===== src/rtl/pwm_cap_pkg.sv =====
// Shared types and constants for the PWM input-capture block.
package pwm_cap_pkg;

    localparam int PWM_CAP_DATA_WIDTH = 16;
    localparam int PWM_CAP_MIN_DIV    = 1;

    typedef enum logic [1:0] {
        IDLE = 2'd0,
        ARM  = 2'd1,
        HIGH = 2'd2,
        LOW  = 2'd3
    } pwm_cap_state_e;

    typedef struct packed {
        logic [PWM_CAP_DATA_WIDTH-1:0] high;
        logic [PWM_CAP_DATA_WIDTH-1:0] period;
    } pwm_cap_meas_t;

endpackage


===== src/rtl/pwm_cap_in_sync.sv =====
// Synchronizes the asynchronous PWM pad input and derives single-cycle rise/fall strobes.
module pwm_in_sync #(
    parameter int SYNC_STAGES = 2
) (
    input  logic clk_i,
    input  logic rst_i,
    input  logic pwm_i,
    output logic lvl_o,
    output logic rise_o,
    output logic fall_o
);

    logic [SYNC_STAGES-1:0] sync_q;
    logic [SYNC_STAGES-1:0] sync_d;
    logic                   hist_q;
    logic                   hist_d;

    always_comb begin
        sync_d = {sync_q[SYNC_STAGES-2:0], pwm_i};
        hist_d = sync_q[SYNC_STAGES-1];
    end

    always_ff @(posedge clk_i) begin
        if (rst_i) begin
            sync_q <= '0;
            hist_q <= 1'b0;
        end else begin
            sync_q <= sync_d;
            hist_q <= hist_d;
        end
    end

    assign lvl_o  = sync_q[SYNC_STAGES-1];
    assign rise_o = sync_q[SYNC_STAGES-1] & ~hist_q;
    assign fall_o = ~sync_q[SYNC_STAGES-1] & hist_q;

endmodule


===== src/rtl/pwm_capture.sv =====
// Measures high time and period of one PWM input in prescaled ticks and
// offers each completed rise-fall-rise cycle through a one-entry valid/ready register.
module pwm_capture
    import pwm_cap_pkg::*;
#(
    parameter int DATA_WIDTH  = 16,
    parameter int SYNC_STAGES = 2
) (
    input  logic                  clk_i,
    input  logic                  rst_i,
    input  logic                  en_i,
    input  logic [DATA_WIDTH-1:0] pscr_i,
    input  logic                  pwm_i,
    output logic                  meas_valid_o,
    input  logic                  meas_ready_i,
    output logic [DATA_WIDTH-1:0] meas_high_o,
    output logic [DATA_WIDTH-1:0] meas_period_o,
    output logic                  ovf_o,
    output logic                  ovr_o
);

    typedef struct packed {
        logic [DATA_WIDTH-1:0] high;
        logic [DATA_WIDTH-1:0] period;
    } meas_t;

    localparam logic [DATA_WIDTH-1:0] CNT_MAX = {DATA_WIDTH{1'b1}};
    localparam logic [DATA_WIDTH-1:0] MIN_DIV = DATA_WIDTH'(PWM_CAP_MIN_DIV);
    localparam logic [DATA_WIDTH-1:0] ONE     = DATA_WIDTH'(1);

    pwm_cap_state_e        state_q, state_d;
    logic [DATA_WIDTH-1:0] pre_cnt_q, pre_cnt_d;
    logic [DATA_WIDTH-1:0] cnt_q, cnt_d;
    logic [DATA_WIDTH-1:0] high_lat_q, high_lat_d;
    meas_t                 res_q, res_d;
    logic                  meas_valid_q, meas_valid_d;
    logic                  ovf_q, ovf_d;
    logic                  ovr_q, ovr_d;

    logic                  sync_lvl_unused_s;
    logic                  rise_s;
    logic                  fall_s;
    logic [DATA_WIDTH-1:0] div_s;
    logic                  tick_s;
    logic                  sat_s;
    logic                  counting_s;
    logic                  restart_s;
    logic                  push_s;

    pwm_in_sync #(
        .SYNC_STAGES (SYNC_STAGES)
    ) u_sync (
        .clk_i  (clk_i),
        .rst_i  (rst_i),
        .pwm_i  (pwm_i),
        .lvl_o  (sync_lvl_unused_s),
        .rise_o (rise_s),
        .fall_o (fall_s)
    );

    // The rise cycle itself is prescaler phase 0, so restart values depend on whether div==1.
    always_comb begin
        div_s      = (pscr_i < MIN_DIV) ? MIN_DIV : pscr_i;
        tick_s     = (pre_cnt_q >= (div_s - ONE));
        sat_s      = (cnt_q == CNT_MAX);
        counting_s = ((state_q == HIGH) || (state_q == LOW)) && !sat_s;
        push_s     = en_i && (state_q == LOW) && rise_s && !sat_s;
        restart_s  = en_i && rise_s && ((state_q == ARM) || push_s);
    end

    always_ff @(posedge clk_i) begin
        if (rst_i) begin
            state_q      <= IDLE;
            pre_cnt_q    <= '0;
            cnt_q        <= '0;
            high_lat_q   <= '0;
            res_q        <= '0;
            meas_valid_q <= 1'b0;
            ovf_q        <= 1'b0;
            ovr_q        <= 1'b0;
        end else begin
            state_q      <= state_d;
            pre_cnt_q    <= pre_cnt_d;
            cnt_q        <= cnt_d;
            high_lat_q   <= high_lat_d;
            res_q        <= res_d;
            meas_valid_q <= meas_valid_d;
            ovf_q        <= ovf_d;
            ovr_q        <= ovr_d;
        end
    end

    always_comb begin
        state_d = state_q;
        if (!en_i) begin
            state_d = IDLE;
        end else begin
            case (state_q)
                IDLE:    state_d = ARM;
                ARM:     state_d = rise_s ? HIGH : ARM;
                HIGH: begin
                    if (sat_s) begin
                        state_d = ARM;
                    end else if (fall_s) begin
                        state_d = LOW;
                    end else begin
                        state_d = HIGH;
                    end
                end
                LOW: begin
                    if (sat_s) begin
                        state_d = ARM;
                    end else if (rise_s) begin
                        state_d = HIGH;
                    end else begin
                        state_d = LOW;
                    end
                end
                default: state_d = IDLE;
            endcase
        end
    end

    always_comb begin
        pre_cnt_d    = pre_cnt_q;
        cnt_d        = cnt_q;
        high_lat_d   = high_lat_q;
        res_d        = res_q;
        meas_valid_d = meas_valid_q;
        ovf_d        = ovf_q;
        ovr_d        = ovr_q;
        if (!en_i) begin
            pre_cnt_d    = '0;
            cnt_d        = '0;
            high_lat_d   = '0;
            res_d        = '0;
            meas_valid_d = 1'b0;
            ovf_d        = 1'b0;
            ovr_d        = 1'b0;
        end else begin
            if (restart_s) begin
                pre_cnt_d = (div_s == ONE) ? '0 : ONE;
                cnt_d     = (div_s == ONE) ? ONE : '0;
            end else if (counting_s) begin
                pre_cnt_d = tick_s ? '0 : (pre_cnt_q + ONE);
                cnt_d     = tick_s ? (cnt_q + ONE) : cnt_q;
            end else begin
                pre_cnt_d = '0;
                cnt_d     = '0;
            end

            if ((state_q == HIGH) && fall_s && !sat_s) begin
                high_lat_d = cnt_q;
            end else begin
                high_lat_d = high_lat_q;
            end

            if (((state_q == HIGH) || (state_q == LOW)) && sat_s) begin
                ovf_d = 1'b1;
            end else begin
                ovf_d = ovf_q;
            end

            // A push coinciding with a handshake replaces the consumed entry without overrun.
            if (push_s) begin
                if (meas_valid_q && !meas_ready_i) begin
                    ovr_d = 1'b1;
                end else begin
                    res_d.high   = high_lat_q;
                    res_d.period = cnt_q;
                    meas_valid_d = 1'b1;
                end
            end else if (meas_valid_q && meas_ready_i) begin
                meas_valid_d = 1'b0;
            end else begin
                meas_valid_d = meas_valid_q;
            end
        end
    end

    assign meas_valid_o  = meas_valid_q;
    assign meas_high_o   = res_q.high;
    assign meas_period_o = res_q.period;
    assign ovf_o         = ovf_q;
    assign ovr_o         = ovr_q;

endmodule


===== config.mk =====
export PLATFORM = sky130hd
export DESIGN_NAME = pwm_capture
export DESIGN_NICKNAME = d
export VERILOG_FILES = /design/src/rtl/pwm_cap_pkg.sv /design/src/rtl/pwm_cap_in_sync.sv /design/src/rtl/pwm_capture.sv
export SDC_FILE = /design/constraint.sdc
export NUM_CORES = 1
export LEC_CHECK = 0
export ABC_CLOCK_PERIOD_IN_PS = 4300
export CORE_MARGIN = 10
export CORE_UTILIZATION = 30
export DETAILED_ROUTE_END_ITERATION = 6
export GPL_TIMING_DRIVEN = 0
export HOLD_SLACK_MARGIN = 0.08
export PLACE_DENSITY = 0.46
export SYNTH_ARGS = -nofsm -noshare
export SYNTH_HDL_FRONTEND = slang
export SYNTH_SLANG_ARGS = --single-unit

===== constraint.sdc =====
create_clock -name clk_i -period 4.3 [get_ports clk_i]
set_input_delay 0.43 -clock clk_i [delete_from_list [all_inputs] [get_ports clk_i]]
set_output_delay 0.43 -clock clk_i [all_outputs]
set_load 0.03 [all_outputs]

==> Yosys cells after proc, flatten, opt, wreduce, memory -nomap -nowiden <==
Cells that the tools add are included.
{ "totals": {"reg_bits": 88, "input_bits": 21, "out_inout_bits": 35, "elab_cells": 68} }
{ "op_classes": {"n_addsub": 3, "magnitude_cmp": 2, "eq_ne": 7, "mux": 18, "bitwise_logic": 6, "n_reduce_logical": 21} }
{ "ops": {"columns": ["op", "n"], "rows": [
  ["$mux W16", 7],
  ["$add A16 B1 Y16 const B", 2],
  ["$eq A16 B1 Y1 const B", 1],
  ["$eq A16 B16 Y1 const B", 1],
  ["$ge A16 B16 Y1", 1],
  ["$lt A16 B1 Y1 const B", 1],
  ["$sub A16 B1 Y16 const B", 1],
  ["$logic_and A1 B1 Y1", 11],
  ["$pmux W2 S4", 1],
  ["$mux W1", 7],
  ["$mux W2", 3],
  ["$reduce_and A2 Y1", 3],
  ["$eq A2 B2 Y1 const B", 2],
  ["$not A1 Y1", 4],
  ["$ne A3 B2 Y1 const B", 1],
  ["$and A1 B1 Y1", 2],
  ["$eq A2 B1 Y1 const B", 1],
  ["$logic_not A1 Y1", 2],
  ["$logic_not A2 Y1", 1],
  ["$logic_or A1 B1 Y1", 2],
  ["$ne A2 B2 Y1 const B", 1],
  ["$reduce_bool A2 Y1", 1],
  ["$reduce_or A2 Y1", 1]
]} }

==> Longest topological paths before layout <==
{ "logic_depth": {"depth_word": 7, "depth_mapped": 19, "mapped_depth_nobuf": 17} }

==> Cells and area by module <==
From an unflattened synthesis, not the netlist that was laid out.
{ "hier_totals": {"cells_unflattened": 442, "area_unflattened_um2": 4042.6} }
{ "by_module_without_submodules": {"columns": ["module", "n_inst", "cells_each", "area_each_um2", "seq_area_each_um2"], "rows": [
  ["pwm_capture", 1, 434, 3951.3, 1701.6],
  ["pwm_in_sync", 1, 8, 91.3, 60.1]
]} }

==> Worst setup path after synthesis <==
No wires, ideal clock.
{ "synth_path": {"path_kind": "input to register", "startpoint": "in pscr_i[7]", "endpoint": "reg cnt_q[15]", "setup_ns": 0.125, "t_arrival_ns": 3.770, "required_time_ns": 4.175, "slack_ns": 0.405, "stages": 19, "n_path_buf": 2, "path_cell_list": "nor4_2 > nand2_1 > or4_1 > nor2_1 > or2_2 > inv_1 > ha_1 > nand2_1 > nor3_1 > xnor2_1 > ha_1 > nand4_1 > nor3_2 > o311ai_2 > and3_1 > buf_2 > buf_2 > o31ai_1 > a21oi_1"} }
{ "synth_via": {"elab_chain_cells": 5} }
{ "synth_rtl": {"columns": ["element", "line", "text"], "rows": [
  ["start: declaration", "pwm_capture.sv:12", "input logic [DATA_WIDTH-1:0] pscr_i,"],
  ["$lt A16 B1 Y1", "pwm_capture.sv:63", "div_s = (pscr_i < MIN_DIV) ? MIN_DIV : pscr_i;"],
  ["$mux W16 *", "pwm_capture.sv:63", null],
  ["$sub A16 B1 Y16 *", "pwm_capture.sv:64", "tick_s = (pre_cnt_q >= (div_s - ONE));"],
  ["$ge A16 B16 Y1 *", "pwm_capture.sv:64", null],
  ["$ne A3 B2 Y1 (no line) *", null, null],
  ["end signal: assignment", "pwm_capture.sv:84", "cnt_q <= cnt_d;"],
  ["end: declaration", "pwm_capture.sv:33", "logic [DATA_WIDTH-1:0] cnt_q, cnt_d;"]
]} }
Mark *: on every way between the ends. The rest lies on a longest branch, timed or not.
A chain may end at the register's enable or synchronous reset.

==> Final worst setup path <==
{ "layout_path": {"startpoint": "in pscr_i[6]", "endpoint": "reg cnt_q[13]"} }
Same word-level chain as after synthesis.

==> impl_table.tex <==
\begin{tabular}{lr}
\hline
Metric & Value \\
\hline
\multicolumn{2}{l}{\textbf{Clock tree}} \\
\quad CTS Buffer Depth & 2 \\
\quad Number of buffers inserted by hold repair at cts & 0 \\
\quad Clock tree from TritonCTS & done \\
\quad CTS Sinks & just under 90 \\
\quad Insertion delay to the later sink of the worst-skew pair & 0.34 ns \\
\quad Clock tree root buffer cell & clkbuf\_16 \\
\quad Clk pin slew, worst setup/hold paths & approximately 0.060 ns \\
\quad Deepest level of the CTS H-tree & 3 \\
\quad Number of buffers created by CTS & 9 \\
\multicolumn{2}{l}{\textbf{Global route}} \\
\quad Gr usage total & 11.79\% \\
\quad Via count of the first global-routing pass & between 3000 and 4000 \\
\quad Final global-route overflow total & 0 \\
\quad Global-route wire length before repair & approximately 18000 um \\
\quad Initial antenna violation count & 0 \\
\quad Pin count of the biggest net entering global routing & 14 \\
\multicolumn{2}{l}{\textbf{Floorplan}} \\
\quad Placeable Area & roughly 13000 um2 \\
\quad Starting utilization of the core area & a little under a third \\
\quad Horizontal die dimension & approximately 140 um \\
\quad Count of pins on the block boundary & 56 \\
\quad Height of the die & between 100 and 150 um \\
\quad Full die area & between 15000 and 20000 um2 \\
\quad FP Rows & 42 \\
\multicolumn{2}{l}{\textbf{Placed design}} \\
\quad Worst slack after detailed placement & -0.9602 ns \\
\quad Post-DP Area & $\sim$4800 um2 \\
\quad Final weighted congestion in routability-driven placement & between 0.7 and 0.8 \\
\quad Number of placed cells counting well taps & approximately 730 \\
\quad DPL Wire Length & approximately 8000 um \\
\quad \# port buffers & 55 \\
\multicolumn{2}{l}{\textbf{Detailed routing}} \\
\quad Wire length per cell after detailed routing & 13.84 um \\
\quad Iter 0 DRT Violations & 226 \\
\quad Drt via density & $\sim$4.7 \\
\quad Number of optimization iterations in the first detailed-route pass & 4 \\
\quad Final WL & about 10000 um \\
\quad Via count of the routed design & between 3000 and 4000 \\
\quad Remaining routing DRC violations & 0 \\
\quad Remaining number of nets flagged by the antenna check after routing & 0 \\
\multicolumn{2}{l}{\textbf{STA}} \\
\quad Least setup slack across all paths after layout & 0.2627 ns \\
\quad Transition time at the pin with the least slew margin & 1.045 ns \\
\quad Worst hold margin & 0.4399 ns \\
\quad Period Utilization, post-route & between 90\% and 100\% \\
\quad Setup repair after global routing missed its margin & false \\
\quad Final Skew & approximately 0.0055 ns \\
\quad Setup Total Neg Slack & 0 ns \\
\quad Max-slew headroom & between 20\% and 30\% \\
\quad Count of endpoints failing setup in the final report & 0 \\
\quad Min Clock Period, post-route & about 4 ns \\
\quad Final count of pins violating max slew & 0 \\
\quad Endpoints failing hold & 0 \\
\quad Peak clock frequency supported by timing & around 250 MHz \\
\multicolumn{2}{l}{\textbf{Outcome}} \\
\quad Outcome & completed \\
\multicolumn{2}{l}{\textbf{Final layout}} \\
\quad Fraction of final layout cells with drive strength greater than 1 & 8.966\% \\
\quad Count of filler cells inserted in the layout & 1425 \\
\quad Final cell count without fillers & between 700 and 800 \\
\quad Nets & between 600 and 700 \\
\quad Number of antenna repair diodes & 0 \\
\quad Design area & about 5200 um2 \\
\quad Relative area change from synthesis to final layout & 28.86\% \\
\multicolumn{2}{l}{\textbf{Critical path}} \\
\quad Start-to-end type of the worst setup path & in -> reg \\
\quad Kind of end point of the critical path & flop \\
\quad Max stage delay on crit path & 0.59 ns \\
\quad Slowest library cell on the worst path & or4\_4 \\
\quad CP startpoint kind & primary input \\
\quad Register-to-register setup slack & between 1.5 and 2 ns \\
\quad Required time of the worst setup path & between 4 and 5 ns \\
\quad Arrival time worst endpoint & 4.32 ns \\
\quad Critical path cell sequence & dlymetal6s2s\_1 > nor4\_4 > nand2\_1 > or4\_4 > nor2\_1 > or2\_2 > inv\_1 > ha\_2 > nand2\_4 > nor3\_1 > xnor2\_1 > ha\_1 > nand4\_1 > buf\_4 > nor3\_2 > nor3\_2 > and3\_1 > buf\_4 > or4\_1 > nand2\_1 \\
\quad Max FO, Critical Path & 10 \\
\multicolumn{2}{l}{\textbf{Synthesis}} \\
\quad Post-synthesis instance total & 502 \\
\quad Mean area per synthesized cell & about 8.1 um2 \\
\quad Cell taking the most area after synthesis & dfxtp\_1 \\
\quad Share of the yosys chip area belonging to registers & between 40\% and 50\% \\
\quad FF+latch count, synth & 88 \\
\quad Post-Synthesis Cell Area & 4054 um2 \\
\quad Number of synthesis warnings & 0 \\
\quad Cell variety after synth & 45 \\
\quad Most area-consuming cells after synthesis & dfxtp\_1 (43\%), nand2\_1 (11\%), a21oi\_1 (7.8\%) \\
\quad Number of nets in the synthesized netlist & approximately 540 \\
\quad Area share of the largest cell type after synthesis & between 40\% and 50\% \\
\multicolumn{2}{l}{\textbf{Pwr}} \\
\quad Largest voltage drop on the vdd net & 163.4 uV \\
\quad Ratio of total power to cell area & $\sim$300 nW/um2 \\
\quad Standby leakage power & approximately 1.7 nW \\
\multicolumn{2}{l}{\textbf{Job}} \\
\quad Maxcap violations & 0 \\
\multicolumn{2}{l}{\textbf{Worst hold path}} \\
\quad Min-Delay Path Class & reg -> reg \\
\hline
\end{tabular}
-- through the flow --
stage,power (W),util [%]
2_1_floorplan,0.0008676,-
3_3_place_gp,0.0009004,36.43
3_5_place_dp,0.0009028,36.43
4_1_cts,0.001600,39.09
5_1_grt,0.001647,39.45
6_report,0.001581,39.45
-- Yosys cell counts, drive strengths merged --
cell type / number
o311ai: 1
buf: 12
inv: 8
and2: 2
nand4: 5
xnor2: 21
or4: 4
dfxtp: 88
nand2b: 3
o21ai: 9
a21o: 2
ha: 20
clkbuf: 10
a21oi: 63
and3: 7
nand3: 20
o31ai: 3
a31oi: 6
nand2: 122
o211ai: 2
nand3b: 1
nor3: 16
nor4: 4
o21a: 1
or3: 10
a32o: 1
nor2b: 6
a22oi: 1
nor3b: 1
o32ai: 1
xor2: 9
o211a: 1
or2: 1
nor2: 38
a221oi: 1
and4: 1
a311oi: 1
-- cell type report --
type | count | area (um2) | area share [%]
buffer | 22 | 120.1 | 2.299
tap | 176 | 220.2 | 4.216
inverter | 8 | 30.03 | 0.5749
timing repair buffer | 64 | 620.6 | 11.88
clock inverter | 4 | 23.77 | 0.4551
clock buffer | 10 | 229.0 | 4.383
sequential | 88 | 1762 | 33.72
multi-input combinational | 384 | 2218 | 42.47
-- power by group --
part           total (W)  switching, W  internal [W]
Clock           0.000694      0.000312      0.000383
Sequential      0.000818    0.00000116      0.000817
Combinational  0.0000687     0.0000365     0.0000322
-- layer usage --
| metal | vias up | part of all wire, % | track usage (%) |
|---|---|---|---|
| met5 | - | 0 | 0 |
| met2 | 61 | 46 | 19.01 |
| met1 | 1609 | 47 | 14.91 |
| met4 | 0 | 1.7 | 4.438 |
| met3 | 11 | 4.8 | 2.804 |
| li1 | 1871 | - | - |
-- layout by cell type, fill, tap and decap left out, types with 2 or more instances in the layout --
cell and instances:
nand4_1 5, or3_1 10, buf_6 3, buf_2 8
o211ai_1 2, nand2b_1 3, nor3_1 13, a21oi_1 63
clkbuf_2 2, o31ai_1 2, clkbuf_16 9, and3_1 6
a31oi_1 6, and2_1 2, buf_4 10, inv_1 8
xor2_1 9, nor2_1 38, xnor2_1 21, ha_1 19
dlymetal6s2s_1 3, nor4_1 3, nand3_1 19, dfxtp_1 88
clkdlybuf4s50_1 51, a21o_1 2, nand2_1 120, nor3_2 2
clkbuf_1 10, or4_1 3, clkinv_2 3, o21ai_0 6
nor2b_1 6
-- critical path: cells and delay by family --
kind                     cells  cell delay [ns]
XOR/XNOR                     1             0.14
adder cells (fa/ha/maj)      2             0.50
buffers and inverters        4             0.60
AND/OR/NAND/NOR             13             2.63
-- cell families after synthesis --
logic type / count (synthesis) / synth area share (%)
xor gates and xnor gates: 30 / 6.482
and+or+nand+nor: 241 / 27.16
AOI/OAI and AO/OA: 93 / 13.40
DFF: 88 / 43.46
adders and majority gates: 20 / 6.173
buffers and inverters: 30 / 3.333
-- sequential cells by signal (all words and copies together), names as in the netlist --
name,cells
cnt_q,16
high_lat_q,16
meas_high_o,16
meas_period_o,16
pre_cnt_q,16
state_q,2
u_sync.sync_q,2
meas_valid_o,1
ovf_o,1
ovr_o,1
u_sync.hist_q,1
-- worst paths after layout --
kind | startpoint | end | depth (start not counted)
worst max-delay path | pscr_i[6] | cnt_q[13] | 20
worst min-delay path | u_sync.sync_q[0] | u_sync.sync_q[1] | 1
worst max register to register | cnt_q[0] | high_lat_q[10] | 8
worst min register to register | u_sync.sync_q[0] | u_sync.sync_q[1] | 1
-- timing repair --
action	4_1_cts	5_1_grt
gates resized for setup	12	13
setup endpoints to repair	32	28
setup buffers	6	3
pin swaps	7	7
No activity file was read; power rests on OpenSTA's default activity.
